File: src/rtl/bp_sacc_pkg.sv
// Shared types and constants for the accelerator scratchpad arbiter.
// Latency: n/a (declarations only).
// Backpressure: n/a.
package bp_sacc_pkg;

    // Which requester a registered SPM read response belongs to.
    typedef enum logic {
        e_owner_eng = 1'b0,
        e_owner_ext = 1'b1
    } spm_owner_e;

    // Byte address to 64-bit word index.
    localparam int word_shift_lp = 3;

endpackage

File: src/rtl/bp_sacc_spm_resp_buf.sv
// One-entry data+error holding buffer for external SPM read responses.
// Latency: loaded data visible the cycle after load_i.
// Backpressure: contents held until yumi_i; a load in the yumi cycle replaces the old entry.
//
// Ports: clk_i/reset_i (async active-high), load_i/data_i/err_i fill the entry,
//        v_o/data_o/err_o present it, yumi_i consumes it.
module bp_sacc_spm_resp_buf #(
    parameter int data_width_p = 64
) (
    input  logic                    clk_i,
    input  logic                    reset_i,
    input  logic                    load_i,
    input  logic [data_width_p-1:0] data_i,
    input  logic                    err_i,
    output logic                    v_o,
    output logic [data_width_p-1:0] data_o,
    output logic                    err_o,
    input  logic                    yumi_i
);

    logic                    v_q;
    logic [data_width_p-1:0] data_q;
    logic                    err_q;

    always_ff @(posedge clk_i or posedge reset_i) begin
        if (reset_i) begin
            v_q    <= 1'b0;
            data_q <= '0;
            err_q  <= 1'b0;
        end else if (load_i) begin
            v_q    <= 1'b1;
            data_q <= data_i;
            err_q  <= err_i;
        end else if (yumi_i) begin
            v_q    <= 1'b0;
            err_q  <= 1'b0;
        end
    end

    assign v_o    = v_q;
    assign data_o = data_q;
    assign err_o  = v_q & err_q;

endmodule

File: src/rtl/bp_sacc_spm_arbiter.sv
// Arbitrates the single 1rw-sync scratchpad between external I/O and the vector engine.
// Latency: SPM driven in the grant cycle; engine data 1 cycle later, external buffer valid 2 cycles later.
// Backpressure: external reads stall (ext_ready_o=0) while a response is in flight or the buffer is unconsumed.
//
// Ports: clk_i, reset_i (async active-high); ext_* external request / buffered response (valid-yumi);
//        eng_* engine request / one-cycle read pulse; spm_* to the bsg_mem_1rw_sync kept outside.
// Optional: define BP_SACC_SPM_ARB_FAIRNESS_EN to bound consecutive external grants while the engine waits.
module bp_sacc_spm_arbiter
    import bp_sacc_pkg::*;
#(
    parameter int data_width_p   = 64,
    parameter int els_p          = 20,
    parameter int addr_width_p   = 39,
    parameter int starve_limit_p = 4,
    localparam int spm_addr_width_lp = $clog2(els_p)
) (
    input  logic                         clk_i,
    input  logic                         reset_i,

    input  logic                         ext_v_i,
    input  logic                         ext_w_i,
    input  logic [addr_width_p-1:0]      ext_addr_i,
    input  logic [data_width_p-1:0]      ext_data_i,
    output logic                         ext_ready_o,
    output logic [data_width_p-1:0]      ext_rdata_o,
    output logic                         ext_rdata_v_o,
    input  logic                         ext_rdata_yumi_i,
    output logic                         ext_err_o,

    input  logic                         eng_v_i,
    input  logic                         eng_w_i,
    input  logic [addr_width_p-1:0]      eng_addr_i,
    input  logic [data_width_p-1:0]      eng_data_i,
    input  logic                         eng_lock_i,
    output logic                         eng_ready_o,
    output logic [data_width_p-1:0]      eng_rdata_o,
    output logic                         eng_rdata_v_o,

    output logic                         spm_v_o,
    output logic                         spm_w_o,
    output logic [spm_addr_width_lp-1:0] spm_addr_o,
    output logic [data_width_p-1:0]      spm_data_o,
    input  logic [data_width_p-1:0]      spm_data_i
);

    localparam int idx_width_lp = addr_width_p - word_shift_lp;
    localparam logic [idx_width_lp-1:0] els_idx_lp = idx_width_lp'(els_p);

    // Registered read-response tracking (one read in flight at most).
    logic       rd_v_q;
    spm_owner_e rd_owner_q;
    logic       rd_oor_q;

    logic ext_pend, buf_v, buf_can_take, ext_elig, grant_ext, eng_force, live;

    assign live     = ~reset_i;
    assign ext_pend = rd_v_q & (rd_owner_q == e_owner_ext);

    // The buffer must be free in the response cycle: no read already in flight,
    // and either empty now or being drained this cycle.
    assign buf_can_take = ~ext_pend & (~buf_v | ext_rdata_yumi_i);
    assign ext_elig     = ext_v_i & (ext_w_i | buf_can_take);

    // Default grant goes to the engine, so exactly one ready is high outside reset.
    assign grant_ext = ext_elig & ~(eng_v_i & (eng_lock_i | eng_force));

`ifdef BP_SACC_SPM_ARB_FAIRNESS_EN
    localparam int starve_width_lp = $clog2(starve_limit_p + 1);
    logic [starve_width_lp-1:0] starve_cnt_q;

    assign eng_force = (starve_cnt_q >= starve_width_lp'(starve_limit_p));

    always_ff @(posedge clk_i or posedge reset_i) begin
        if (reset_i) begin
            starve_cnt_q <= '0;
        end else if (eng_v_i & ~grant_ext) begin
            starve_cnt_q <= '0;
        end else if (eng_v_i & grant_ext & ~eng_force) begin
            starve_cnt_q <= starve_cnt_q + 1'b1;
        end
    end
`else
    logic unused_starve_limit;
    assign unused_starve_limit = (starve_limit_p != 0);
    assign eng_force = 1'b0;
`endif

    // Selected request.
    logic                    sel_v, sel_w, in_range;
    logic [addr_width_p-1:0] sel_addr;
    logic [data_width_p-1:0] sel_data;
    logic [idx_width_lp-1:0] sel_idx;
    logic [word_shift_lp-1:0] unused_addr_lsbs;

    assign sel_v    = grant_ext ? ext_v_i    : eng_v_i;
    assign sel_w    = grant_ext ? ext_w_i    : eng_w_i;
    assign sel_addr = grant_ext ? ext_addr_i : eng_addr_i;
    assign sel_data = grant_ext ? ext_data_i : eng_data_i;

    assign sel_idx          = sel_addr[addr_width_p-1:word_shift_lp];
    assign unused_addr_lsbs = sel_addr[word_shift_lp-1:0];
    assign in_range         = (sel_idx < els_idx_lp);

    // Readies and SPM strobes fall with reset immediately, not at the next edge.
    assign ext_ready_o = live & grant_ext;
    assign eng_ready_o = live & ~grant_ext;

    // Out-of-range requests are accepted but never touch the SPM.
    assign spm_v_o    = live & sel_v & in_range;
    assign spm_w_o    = spm_v_o & sel_w;
    assign spm_addr_o = sel_idx[spm_addr_width_lp-1:0];
    assign spm_data_o = sel_data;

    always_ff @(posedge clk_i or posedge reset_i) begin
        if (reset_i) begin
            rd_v_q     <= 1'b0;
            rd_owner_q <= e_owner_eng;
            rd_oor_q   <= 1'b0;
        end else begin
            rd_v_q     <= sel_v & ~sel_w;
            rd_owner_q <= grant_ext ? e_owner_ext : e_owner_eng;
            rd_oor_q   <= ~in_range;
        end
    end

    logic [data_width_p-1:0] rdata;
    assign rdata = rd_oor_q ? '0 : spm_data_i;

    assign eng_rdata_v_o = rd_v_q & (rd_owner_q == e_owner_eng);
    assign eng_rdata_o   = rdata;

    bp_sacc_spm_resp_buf #(
        .data_width_p(data_width_p)
    ) resp_buf (
        .clk_i   (clk_i),
        .reset_i (reset_i),
        .load_i  (ext_pend),
        .data_i  (rdata),
        .err_i   (rd_oor_q),
        .v_o     (buf_v),
        .data_o  (ext_rdata_o),
        .err_o   (ext_err_o),
        .yumi_i  (ext_rdata_yumi_i)
    );

    assign ext_rdata_v_o = buf_v;

endmodule

File: config.mk
export PLATFORM = sky130hd
export DESIGN_NAME = bp_sacc_spm_arbiter
export DESIGN_NICKNAME = d
export VERILOG_FILES = /design/src/rtl/bp_sacc_pkg.sv /design/src/rtl/bp_sacc_spm_resp_buf.sv /design/src/rtl/bp_sacc_spm_arbiter.sv
export SDC_FILE = /design/constraint.sdc
export NUM_CORES = 1
export LEC_CHECK = 0
export BUFFER_PORTS_ARGS = -buffer_cell sky130_fd_sc_hd__buf_2
export CORE_AREA = 2 2 188 190
export DETAILED_ROUTE_END_ITERATION = 8
export DIE_AREA = 0 0 190 192
export HOLD_SLACK_MARGIN = 0.06
export PLACE_DENSITY = 0.34
export SYNTH_ARGS = -nofsm -noshare
export SYNTH_HDL_FRONTEND = slang
export SYNTH_SLANG_ARGS = --single-unit
File: constraint.sdc
create_clock -name clk_i -period 4.2 [get_ports clk_i]
set_input_delay 0.42 -clock clk_i [delete_from_list [all_inputs] [get_ports clk_i]]
set_output_delay 0.42 -clock clk_i [all_outputs]
set_load 0.01 [all_outputs]
==> After elaboration in Yosys (flattened, before gate mapping) <==
Index checks and enable logic that the tools add are counted.
Widths: inputs -> output; s select.
{ "word_totals": {"register_bits": 69, "latch_bits": 0, "ram_bits": 0, "rom_bits": 0, "output_inout_bits": 204, "word_cells": 40, "n_memories": 0} }
{ "classes": {"addsub": 0, "mul": 0, "div_mod_pow": 0, "n_lt_le_gt_ge": 1, "n_eq_ne": 0, "shift": 0, "n_mux": 9, "bitwise_logic": 23, "n_reduce_logical": 1} }
{ "op_table": {"columns": ["op", "n"], "rows": [
  ["$mux 64", 2],
  ["$mux 39", 1],
  ["$lt 36x5->1 const B", 1],
  ["$and 1x1->1", 13],
  ["$not 1->1", 8],
  ["$mux 1", 6],
  ["$or 1x1->1", 2],
  ["$reduce_bool 2->1", 1]
]} }

==> Logic depth before layout (Yosys ltp) <==
{ "depth": {"depth_word": 10, "ltp_mapped": 6, "mapped_depth_nobuf": 5} }

==> By module <==
A second synthesis with hierarchy kept.
{ "unflattened": {"hier_cells": 341, "area_unflattened_um2": 4116.4} }
{ "by_module_without_submodules": {"columns": ["module", "instances", "cells_per_inst", "area_each_um2", "seq_area_each_um2"], "rows": [
  ["bp_sacc_spm_resp_buf", 1, 143, 2462.4, 1651.6],
  ["bp_sacc_spm_arbiter", 1, 198, 1654.1, 75.1]
]} }

==> Worst setup path before layout <==
Ideal clock, no wire load.
{ "synth_timing": {"kind": "in2out", "start": "input reset_i", "end": "output ext_ready_o", "t_arrival_ns": 2.266, "path_slack_ns": 1.514, "cell_stages": 2, "cell_sequence": "inv_1 -> and3_1"} }
{ "synth_between": {"elab_chain_len": 2} }
{ "synth_lines": {"columns": ["item", "line", "source"], "rows": [
  ["start: declaration", "bp_sacc_spm_arbiter.sv:18", "input logic reset_i,"],
  ["$not 1->1", "bp_sacc_spm_arbiter.sv:56", "assign live = ~reset_i;"],
  ["$and 1x1->1", "bp_sacc_spm_arbiter.sv:105", "assign ext_ready_o = live & grant_ext;"],
  ["end: declaration", "bp_sacc_spm_arbiter.sv:24", "output logic ext_ready_o,"]
]} }
Every way passes these cells.

==> Final worst setup path <==
{ "layout_timing": {"start": "register rd_v_q", "end": "output spm_data_o[11]"} }
{ "layout_between": {"elab_chain_len": 7} }
{ "layout_lines": {"columns": ["item", "line", "source"], "rows": [
  ["start: declaration", "bp_sacc_spm_arbiter.sv:50", "logic rd_v_q;"],
  ["start signal: assignment", "bp_sacc_spm_arbiter.sv:120", "rd_v_q <= sel_v & ~sel_w;"],
  ["$and 1x1->1", "bp_sacc_spm_arbiter.sv:57", "assign ext_pend = rd_v_q & (rd_owner_q == e_owner_ext);"],
  ["$not 1->1", "bp_sacc_spm_arbiter.sv:61", "assign buf_can_take = ~ext_pend & (~buf_v | ext_rdata_yumi_i);"],
  ["$and 1x1->1", "bp_sacc_spm_arbiter.sv:61", null],
  ["$or 1x1->1", "bp_sacc_spm_arbiter.sv:62", "assign ext_elig = ext_v_i & (ext_w_i | buf_can_take);"],
  ["$and 1x1->1", "bp_sacc_spm_arbiter.sv:62", null],
  ["$and 1x1->1", "bp_sacc_spm_arbiter.sv:65", "assign grant_ext = ext_elig & ~(eng_v_i & (eng_lock_i | eng_force));"],
  ["$mux 64", "bp_sacc_spm_arbiter.sv:98", "assign sel_data = grant_ext ? ext_data_i : eng_data_i;"],
  ["end: declaration", "bp_sacc_spm_arbiter.sv:42", "output logic [data_width_p-1:0] spm_data_o,"]
]} }
Every way passes these cells.

==> Flow_metrics.wiki <==
{| class="wikitable"
! Metric !! Value
|-
| Run status || completed
|-
| Worst stage delay on the critical path || 0.53 ns
|-
| Count of input and output buffers || roughly 480
|-
| Area of the core || about 34000 um2
|-
| Number of detailed-routing iterations run before antenna repair || 4
|-
| Worst path slowest cell || and2_4
|-
| Floorplan die area || between 30000 and 40000 um2
|-
| Hold violation total from the final report || 0
|-
| Clock skew after layout || approximately 0.0075 ns
|-
| Cells after Synth || about 340
|-
| Clock Pin Slew Worst Setup and Hold Paths || 0.06 ns
|-
| CTS H-Tree Depth || 3
|-
| Worst-case vdd ir drop || ~0.15 mV
|-
| Slew Viols, Final || 0
|-
| Initial cell density of the core || 0.127
|-
| Final cell count without fillers || approximately 1300
|-
| Number of setup violations in the final report || 0
|-
| Pin count of the biggest net entering global routing || 65
|-
| GR Util All Layers || 0.117
|-
| First-pass GRT wire length || roughly 30 mm
|-
| Detail-routed net length per standard cell || approximately 18 um
|-
| Final estimated routing congestion in global placement || 0.821
|-
| Sum of buffers and inverters on the critical path || 2
|-
| Synthesized Nets || just over 600
|-
| Worst slew pin tran || between 0.9 and 1 ns
|-
| Highest Clock Rate || roughly 340 MHz
|-
| Routed wire length || 22.9 mm
|-
| Residual antenna-violating net count after detailed routing || 0
|-
| Share of the core filled with cells || 0.220
|-
| Number of storage elements in the synthesis netlist || a little under 70
|-
| Post-synthesis sequential area ratio || 0.397
|-
| Standard-cell rows || a little under 70
|-
| P_leak || between 4 and 5 nW
|-
| Buffer levels on the longest clock path || 2
|-
| Num Clock Sinks || between 60 and 70
|-
| Via count || about 4500
|-
| Power density over the cells || between 200 and 300 nW/um2
|-
| Fraction of the cycle the final worst path needs || 0.693
|-
| Layout Cell Area excl Fill || approximately 7500 um2
|-
| Cell family with the largest share of critical-path delay || simple AND/OR/NAND/NOR gates
|-
| Placed wire-length estimate || 20.0 mm
|-
| Clock tree from TritonCTS || built
|-
| IO Pins || between 400 and 500
|-
| Number of global-route vias before repair || between 4000 and 5000
|-
| Required time at the worst-slack endpoint || ~3.8 ns
|-
| Arrival time of data at the critical path endpoint || roughly 2.5 ns
|-
| Distinct cell type count after synthesis || 29
|-
| CTS root buffer || clkbuf_16
|-
| Per-cell via count in the routed design || around 3.6
|-
| Cts-stage hold buffer count || 0
|-
| DRC violations left || 0
|-
| Source-to-sink clock delay at the later pin of the worst-skew pair || 0.33 ns
|-
| Post-Place Cells || about 1300
|-
| Synthesis warning total || 0
|-
| Number of buffers added for setup after CTS || 0
|-
| Critical path class || reg2out
|-
| Fraction of layout instances using a drive strength above 1 || 0.778
|-
| Die Span Y || between 150 and 200 um
|-
| Grt ovf || 0
|-
| Crit path max fanout || 30
|-
| Endpoint class of the critical path || output pin
|-
| Count of cells resized by post-cts repair || 0
|-
| Cell area after synthesis || approximately 4300 um2
|-
| Unrepaired setup endpoints after global routing || false
|-
| Net total in the final layout || about 1100
|-
| Post-layout min period || roughly 2.9 ns
|-
| 1st-iter DRT viols || 150
|-
| Headroom to the max-slew limit || 0.390
|-
| Initial antenna violation count || 10
|-
| Dominant register cell in the synthesized netlist || dfrtp_1
|-
| Worst Hold Class || in2async
|-
| Crit path launch type || flip-flop
|-
| Mapped Avg Cell Area || 12.7 um2
|-
| Final sum of negative setup slack || 0 ns
|-
| Worst path cell trace || nand2_1 -> a21o_1 -> and2_4 -> buf_4 -> mux2_4 -> buf_2
|-
| Post-place instance area || between 7000 and 8000 um2
|-
| CTS Buf Count || 9
|-
| Area growth, synth to finish || 73.7%
|-
| Fraction of registers with async set/reset || 1.00
|-
| Die extent in x || around 190 um
|-
| EDFF count, synth || 0
|-
| Max-Cap Viols || 0
|}
final timing paths:
| check | slack (ns) | startpoint | endpoint | cells after the start |
|---|---|---|---|---|
| setup / recovery | 1.29 | rd_v_q | spm_data_o[11] | 6 |
| hold / removal | 0.14 | reset_i | rd_v_q | 2 |
| setup reg to reg | 2.38 | rd_oor_q | resp_buf.data_o[23] | 3 |
| hold reg to reg | 0.50 | resp_buf.data_o[50] | resp_buf.data_o[50] | 1 |
| max in group asynchronous | 3.05 | reset_i | resp_buf.data_o[46] | 3 |
| min in group clk_i | 0.34 | ext_w_i | rd_v_q | 2 |
placed cells by master, fill, tap and decap left out, types with 3 or more instances in the layout:
cell / n
nand2_1: 5
nor4_2: 6
buf_2: 475
nor4_1: 10
clkbuf_16: 9
a21oi_1: 3
dfrtp_1: 68
nor2b_1: 66
mux2_2: 64
diode_2: 4
buf_4: 5
mux2_4: 60
o21ai_0: 4
mux2_1: 9
cells by family (layout without fill, tap and decap cells):
group / after synthesis / count (layout) / share of synthesized area
AOI/OAI and AO/OA: 13 / 13 / 0.0204
and+or+nand+nor: 100 / 100 / 0.148
buffers and inverters: 26 / 501 / 0.0380
muxes: 133 / 133 / 0.396
DFF: 69 / 69 / 0.397
other: 0 / 4 / 0
cell usage after synthesis (2+ instances only):
library cell	number	area, um2
nor2b_1	66	413
mux2_1	9	101
nor4_1	10	62.6
and2_1	3	18.8
buf_6	8	90.1
clkbuf_1	7	26.3
dfrtp_1	69	1730
nor3_1	2	10.0
nor4_2	6	75.1
buf_2	6	30.0
nor2_1	2	7.51
a21oi_1	3	15.0
mux2_2	64	721
nand4_1	2	12.5
inv_1	3	11.3
mux2_4	60	901
nand2_1	5	18.8
and3_1	2	12.5
o21ai_0	4	20.0
worst reg2reg max path, cell delays in order, from the launching register on:
cell	delay [ns]
dfrtp_2	0.81
buf_4	0.44
nor2b_1	0.17
mux2_2	0.28
flip-flops by register name, indices dropped and copies added, names as in the netlist:
signal           cells
resp_buf.data_o     64
rd_oor_q             1
rd_owner_q           1
rd_v_q               1
resp_buf.err_q       1
resp_buf.v_o         1
metrics by stage:
stage	hold WS (ns)	power (W)	worst slack [ns]
3_3_place_gp	0.485	0.00118	1.46
6_report	0.144	0.00201	1.29
4_1_cts	0.162	0.00206	1.25
5_1_grt	0.184	0.00211	1.14
2_1_floorplan	0.481	0.000922	1.51
3_5_place_dp	0.489	0.00118	1.43
routing by layer:
layer	GRT usage	part of all wire
met1	0.129	0.37
met5	0	0.0031
met2	0.206	0.50
met4	0.0426	0.029
met3	0.0415	0.098
cell type report:
type | instances | area [um2]
inverter | 4 | 16.3
clock inverter | 6 | 93.8
clock buffer | 10 | 239
antenna | 4 | 10.0
tap | 455 | 569
sequential | 69 | 1730
fill | 3810 | 26700
multi-input combinational | 246 | 2460
timing repair buffer | 481 | 2430
power by group:
| group | internal, W | switching [W] |
|---|---|---|
| clock | 0.000541 | 0.000317 |
| combinational | 0.000258 | 0.000225 |
| sequential | 0.000669 | 0.00000300 |
| total | 0.00147 | 0.000545 |
(Power assumes the default switching activity.)
